===== src/rtl/recv_handshake.sv =====
// Receive side of the two-phase REQ/ACK word link: synchronizes RX_REQ, buffers
// words in a first-word-fall-through FIFO and presents them as AXI4-Stream packets.
module recv_handshake #(
    parameter int unsigned DEPTH   = 16,
    parameter int unsigned PKT_LEN = 256
) (
    input  logic        clk,
    input  logic        rst_n,
    input  logic [15:0] RX_DATA,
    input  logic        RX_REQ,
    output logic        RX_ACK,
    output logic [15:0] M_AXIS_TDATA,
    output logic        M_AXIS_TVALID,
    output logic [1:0]  M_AXIS_TKEEP,
    output logic        M_AXIS_TLAST,
    input  logic        M_AXIS_TREADY,
    output logic        RECV_DONE,
    output logic        PROTO_ERR
);

    localparam int unsigned AW = $clog2(DEPTH);
    localparam int unsigned CW = (PKT_LEN > 1) ? $clog2(PKT_LEN) : 1;
    localparam logic [CW-1:0] LAST_IDX = CW'(PKT_LEN - 1);

    typedef enum logic [1:0] {
        IDLE = 2'b01,
        HOLD = 2'b10
    } state_t;

    state_t        r_state;
    state_t        w_state_nxt;

    logic          r_req_s1;
    logic          r_req_s2;
    logic          r_req_d;
    logic          w_req_edge;

    logic          r_ack;
    logic          r_done;
    logic          r_proto_err;
    logic [CW-1:0] r_wcnt;
    logic          w_last;

    logic [AW:0]   r_wptr;
    logic [AW:0]   r_rptr;
    logic [16:0]   r_mem [DEPTH];
    logic [16:0]   w_head;
    logic          w_empty;
    logic          w_full;
    logic          w_wr_en;
    logic          w_rd_en;
    logic          w_proto_set;

    // RX_REQ is asynchronous to clk; two flops before any use, then a history flop.
    always_ff @(posedge clk or negedge rst_n) begin
        if (!rst_n) begin
            r_req_s1 <= 1'b0;
            r_req_s2 <= 1'b0;
            r_req_d  <= 1'b0;
        end else begin
            r_req_s1 <= RX_REQ;
            r_req_s2 <= r_req_s1;
            r_req_d  <= r_req_s2;
        end
    end

    assign w_req_edge = r_req_s2 ^ r_req_d;

    assign w_empty = (r_wptr == r_rptr);
    assign w_full  = (r_wptr[AW] != r_rptr[AW]) &&
                     (r_wptr[AW-1:0] == r_rptr[AW-1:0]);
    assign w_head  = r_mem[r_rptr[AW-1:0]];
    assign w_rd_en = M_AXIS_TVALID && M_AXIS_TREADY;
    assign w_last  = (r_wcnt == LAST_IDX);

    always_ff @(posedge clk or negedge rst_n) begin
        if (!rst_n) begin
            r_state <= IDLE;
        end else begin
            r_state <= w_state_nxt;
        end
    end

    // Full is judged on registered pointers, so a same-cycle read never unblocks a write.
    always_comb begin
        w_state_nxt = r_state;
        w_wr_en     = 1'b0;
        w_proto_set = 1'b0;
        case (r_state)
            IDLE: begin
                if (w_req_edge) begin
                    if (!w_full) begin
                        w_wr_en = 1'b1;
                    end else begin
                        w_state_nxt = HOLD;
                    end
                end
            end
            HOLD: begin
                if (!w_full) begin
                    w_wr_en     = 1'b1;
                    w_state_nxt = IDLE;
                end
                if (w_req_edge) begin
                    w_proto_set = 1'b1;
                end
            end
            default: begin
                w_state_nxt = IDLE;
            end
        endcase
    end

    always_ff @(posedge clk) begin
        if (w_wr_en) begin
            r_mem[r_wptr[AW-1:0]] <= {w_last, RX_DATA};
        end
    end

    always_ff @(posedge clk or negedge rst_n) begin
        if (!rst_n) begin
            r_wptr      <= '0;
            r_rptr      <= '0;
            r_wcnt      <= '0;
            r_ack       <= 1'b0;
            r_done      <= 1'b0;
            r_proto_err <= 1'b0;
        end else begin
            if (w_wr_en) begin
                r_wptr <= r_wptr + (AW+1)'(1);
                r_ack  <= ~r_ack;
                r_wcnt <= w_last ? '0 : r_wcnt + CW'(1);
            end
            if (w_rd_en) begin
                r_rptr <= r_rptr + (AW+1)'(1);
            end
            // Completing a packet takes priority over a new word clearing the flag.
            if (w_rd_en && w_head[16]) begin
                r_done <= 1'b1;
            end else if (w_wr_en) begin
                r_done <= 1'b0;
            end
            if (w_proto_set) begin
                r_proto_err <= 1'b1;
            end
        end
    end

    assign RX_ACK        = r_ack;
    assign M_AXIS_TVALID = !w_empty;
    assign M_AXIS_TDATA  = w_head[15:0];
    assign M_AXIS_TLAST  = w_head[16] && !w_empty;
    assign M_AXIS_TKEEP  = '1;
    assign RECV_DONE     = r_done;
    assign PROTO_ERR     = r_proto_err;

endmodule

===== config.mk =====
export PLATFORM = sky130hd
export DESIGN_NAME = recv_handshake
export DESIGN_NICKNAME = d
export VERILOG_FILES = /design/src/rtl/recv_handshake.sv
export SDC_FILE = /design/constraint.sdc
export NUM_CORES = 1
export LEC_CHECK = 0
export BUFFER_PORTS_ARGS = -buffer_cell sky130_fd_sc_hd__buf_2
export CORE_MARGIN = 5
export CORE_UTILIZATION = 35
export DETAILED_ROUTE_END_ITERATION = 7
export GPL_ROUTABILITY_DRIVEN = 0
export HOLD_SLACK_MARGIN = 0.03
export RECOVER_POWER = 100
export SLEW_MARGIN = 10
export SYNTH_ARGS = -nofsm -noshare
export SYNTH_HDL_FRONTEND = slang
export SYNTH_SLANG_ARGS = --single-unit

===== constraint.sdc =====
create_clock -name clk -period 3.62 [get_ports clk]
set_input_delay 0.362 -clock clk [delete_from_list [all_inputs] [get_ports clk]]
set_output_delay 0.362 -clock clk [all_outputs]
set_load 0.01 [all_outputs]

Word level (Yosys, flattened, before mapping)

Memory sizes are Yosys's and may differ from the RTL's.
Cells that the tools add are included.
W data, S select, Z words.

Bits in registers: 26
RAM bits: 272
Bits of input ports: 20
Output and inout port bits: 23
Memories kept: 1

Memories:

| memory | depth | width | read ports | clocked after Yosys merged registers in | wr ports | RTL line | source |
|---|---|---|---|---|---|---|---|
| r_mem  | 16    | 17    | 1          | 0                                       | 1        | 46       | `logic [16:0] r_mem [DEPTH];` |

$add $sub $neg: 3
Equal/unequal tests: 9
Multiplexer cells: 14
Bitwise operators: 2
Reductions and logical operators: 7

Operators with widths:

| operator              | number |
|---|---|
| $add A5 B1 Y5 const B | 2 |
| $add A8 B1 Y8 const B | 1 |
| $eq A8 B8 Y1 const B  | 1 |
| $mux W1               | 8 |
| $mux W8               | 1 |
| $mux W2               | 3 |
| $ne A2 B2 Y1 const B  | 3 |
| $eq A5 B5 Y1          | 1 |
| $eq A4 B4 Y1          | 1 |
| $logic_and A1 B1 Y1   | 4 |
| $pmux W2 S2           | 1 |
| $reduce_and A3 Y1     | 1 |
| $eq A2 B1 Y1 const B  | 1 |
| $eq A2 B2 Y1 const B  | 1 |
| $pmux W1 S2           | 1 |
| $reduce_bool A2 Y1    | 1 |
| $logic_not A1 Y1      | 1 |
| $ne A1 B1 Y1          | 1 |
| $not A1 Y1            | 1 |
| $xor A1 B1 Y1         | 1 |

Depth between registers and ports, before layout

Depth in word-level cells: 7
Mapped depth: 7
Gate-level depth less buffers: 6

Least setup slack after synthesis

No wires, ideal clock.

Path type: flip-flop to flip-flop
From: register r_state[0]
To: memory r_mem[3][0], enable pin
Arrival: 2.585 ns
Required time: 3.207 ns
Slack: 0.623 ns
Cell stages (with the launch flop): 6
Buffers on the path: 0
Cell sequence: dfstp_2 ha_1 a21oi_1 a211oi_4 nand2_1 nor3_1

Longest elaborated chain between the ends: 4
Elaborated cells between the ends (all ways): 5
Those cells by class: eq/ne: 2; mux: 3

RTL lines:

| element                                             | RTL line | source |
|---|---|---|
| start, declared                                     | 30       | `state_t r_state;` |
| start signal, assigned                              | 80       | `r_state <= w_state_nxt;` |
| $eq A2 B2 Y1 / $eq A2 B1 Y1 (equally long branches) | 89       | `case (r_state)` |
| $pmux W1 S2 *                                       | 89       |  |
| $mux W1 *                                           | 115      | `if (w_wr_en) begin` |
| $mux W1 (not written as such) *                     | 116      | `r_mem[r_wptr[AW-1:0]] <= {w_last, RX_DATA};` |
| end, declared                                       | 46       |  |

Every way passes the cells marked *; elsewhere a longest branch is shown, timed or not.

Worst setup path after layout

From: register r_rptr[1]
To: output M_AXIS_TDATA[11]

Longest elaborated chain between the ends: 1

RTL lines:

| element                | RTL line | source |
|---|---|---|
| start, declared        | 45       | `logic [AW:0] r_rptr;` |
| start signal, assigned | 135      | `r_rptr <= r_rptr + (AW+1)'(1);` |
| $mem_v2 Z16 W17        | -        |  |
| end, declared          | 12       | `output logic [15:0] M_AXIS_TDATA,` |

No other way between the ends.

==> results.md <==
- VDD IR max: 0.3919 mV
- Crit. path cell count: 4
- Vias per inst: 4.928
- Vias in the first global route: 5695
- Worst r2r src: r_rptr[1]
- Area leader, netlist: edfxtp_1
- Max_slew headroom: 6.441%
- Final slew viol count: 0
- Int Pwr: 7.163 mW
- Drt first-iter violations: 378
- Die Wd: 192.7 um
- Combinational fraction of design power: 28.9%
- Leakage: 4.279 nW
- Sequential area share after synthesis: 75.49%
- Slowest cell on crit path: dfrtp_2
- H-tree level count: 1
- Antenna violations before repair: 1
- Drt drc: 0
- Area contributors post-synth: edfxtp_1 (70%), mux4_2 (16%), dfrtp_1 (5.4%), and3_1 (0.96%), ha_1 (0.86%)
- DIE HEIGHT: 192.7 um
- Gr usage total: 12.72%
- Reg-to-Reg End: r_mem[0][12]
- Yosys warning total: 0
- Post-synth cell types: 37
- Max Clock Freq: 298.4 MHz
- CTS sink count: 298
- Final setup vio count: 0
- Final Skew: 0.02252 ns
- Syn Inst Count: 518
- Max Cap Violations: 0
- Most used DFF post-synth: edfxtp_1
- Worst slew pin tran: 1.403 ns
- Average size of a mapped cell: 22.56 sq um
- Worst hold start: M_AXIS_TREADY
- Critical path type: register to output pin
- Length of the first detailed-routing pass in iterations: 4
- Family with the most delay on the worst path: multiplexers
- Outcome: finished clean
- Cell area after placement: 12540 sq um
- FF-to-FF path depth: 5
- Fillers: 2955
- Switch Pwr: 3.019 mW
- Final Cell Area: 13280 sq um
- Row count: 67
- Crit path launch: r_rptr[1]
- CTS tree: done
- Nets@finish: 619
- Final Hold Viols: 0
- CTS Buffer Depth: 3
- Clock Latency Late Sink: 0.55 ns
- Hold WC Path Type: input pin to register
- Placed Cells: 1006
- Finished Layout Cells: 1062
- Final Cycle Share: 92.59%
- Via Count: 5234
- CTS buffer count: 29
- Async S/R FF share, synth: 8.725%
- Post-layout min period: 3.352 ns
- Grt ovf: 0
- # port buffers: 40
- Largest net degree at the start of global routing: 34
- Flops & latches, synth: 298
- Post-CTS Resized: 0
- CTS root buffer: clkbuf_16
- WL per Instance: 21.82 um
- Most frequent CP cell: mux4_2
- Crit path DAT: 2.99 ns
- CP required: 3.26 ns
- Final TNS setup: 0 ns
- CP startpoint kind: register
- Worst Path Max Fanout: 24
- Crit path capture type: output pin
- Post-DP HPWL: 13840 um
- Post-CTS setup buffer count: 0
- Pwr/cell area: 766.7 nW/um^2
- Antenna Cells: 0
- Share of cells above drive strength 1: 26.38%
- ANT nets after route: 0
- Buf/Inv on CP: 2
- Core Util, Final: 39.90%
- Reg power frac: 43.6%
- I/O pin count: 43
- Sw Ratio: 29.65%
- Routed Wire Length: 23180 um
- Clock power frac: 27.5%
- Cells along the critical path: clkbuf_2 > mux4_2 > mux4_2 > buf_2
- Flop2flop setup slack: 0.37 ns
- Critical Path End: M_AXIS_TDATA[11]
- Initial core utilization: 35.11%
- Number of synthesized flops with an enable pin: 272
- Placeable core area: 33280 sq um
- Top cell type's share of synthesized area: 69.91%
- Slowest cell delay on critical path: 0.70 ns
- First-pass GRT wire length: 35070 um
- Reg clk slew, reported paths: 0.06 ns
- Hold_buf cts: 2
- Synthesized area: 11680 sq um
- Synth-to-layout area growth: 13.66%
- RSZ-0062 raised after global routing: no
- Die area: 37140 sq um
logic make-up (layout without fill, tap and decap cells):
group	Yosys count	count (layout)	share of synthesized area [%]
flip-flops	298	298	75.49
multiplexers	88	88	16.46
AND/OR/NAND/NOR	47	47	2.377
buffers and inverters	35	130	1.713
AO/OA/AOI/OAI	23	23	1.403
XOR/XNOR	18	18	1.671
adder cells (fa/ha/maj)	8	8	0.8567
other	1	2	0.03210
area by class of cell:
class	count	area, sq um	area share [%]
well taps	448	560.5	4.221
clock inverters	17	133.9	1.008
flip-flops and latches	298	8822	66.43
repair buffers	70	330.3	2.487
inverters	6	22.52	0.1696
multi-input cells	186	2645	19.92
clock buffers	37	765.7	5.766
registers in the layout (all words and copies together) (netlist names):
register	count
PROTO_ERR	1
RECV_DONE	1
RX_ACK	1
r_mem	272
r_req_d	1
r_req_s1	1
r_req_s2	1
r_rptr	5
r_state	2
r_wcnt	8
r_wptr	5
cell usage after synthesis (3+ instances only):
library cell  count
o21ai_0           7
nor2_1            3
nor2b_1           3
buf_2             7
dfrtp_1          25
clkbuf_1          7
a31oi_1           4
buf_6             3
a21oi_1           3
nand2_1          11
xnor2_1          11
mux2_2            3
and3_1           18
xor2_2            5
inv_1             6
buf_4            10
mux4_2           83
ha_1              8
nand4_1           6
edfxtp_1        272
stage by stage:
stage / total power, mW / hold WS, ns / setup slack (ns)
global route: 10.73 / 0.1009 / 0.1526
global placement: 7.607 / 0.3482 / 0.9457
floorplan: 6.705 / 0.06641 / 0.6226
CTS: 10.49 / 0.09088 / 0.3548
finish: 10.18 / 0.1090 / 0.2683
detailed placement: 7.674 / 0.3495 / 0.9194
tightest hold or removal path: stages:
cell,delay [ns]
buf_2,0.12
nand2_1,0.05
o21ai_0,0.07
routing by layer:
metal	up-vias	share of wire [%]	global-route usage, %
met5	-	0.086	0
met4	2	1.9	3.182
met3	33	5.3	1.773
met2	117	53	22.85
met1	2786	40	16.31
li1	2296	-	-
power groups by stage:
stage | clock (mW) | sequential (mW) | combinational, mW
floorplan | 0 | 4.35 | 2.36
global placement | 0 | 4.49 | 3.12
detailed placement | 0 | 4.52 | 3.15
CTS | 2.88 | 4.45 | 3.17
global route | 3.03 | 4.49 | 3.22
finish | 2.80 | 4.44 | 2.94
layout by cell type, fill, tap and decap left out, types with 2 or more instances in the layout:
cell	synthesis	final
nand4_1	6	6
edfxtp_1	272	272
clkbuf_16	0	29
xor2_2	5	5
inv_1	6	6
conb_1	1	2
xnor2_1	11	11
a31oi_1	4	4
ha_1	8	8
mux2_2	3	3
nor2_1	3	3
dlygate4sd3_1	0	2
clkinv_4	0	2
clkinv_1	0	2
buf_2	7	6
dfrtp_2	0	2
and3_1	18	18
mux4_2	83	83
clkbuf_2	0	10
a22o_1	2	2
xor2_1	2	2
o21ai_0	7	7
buf_4	10	4
a21o_1	2	2
a21oi_1	3	3
clkinv_2	0	5
clkbuf_1	7	53
nor2b_1	3	3
clkinvlp_4	0	6
mux2i_1	2	2
dfrtp_1	25	23
nand2_1	11	11
worst min path at each step:
| stage | endpoint | slack [ns] | cells past startpoint |
|---|---|---|---|
| global route | RECV_DONE | 0.10 | 3 |
| floorplan | PROTO_ERR | 0.07 | 0 |
| CTS | RECV_DONE | 0.09 | 3 |
| finish | RECV_DONE | 0.11 | 3 |
| global placement | r_req_s2 | 0.35 | 0 |
| detailed placement | r_req_s2 | 0.35 | 0 |
No activity file was read; power rests on OpenSTA's default activity.
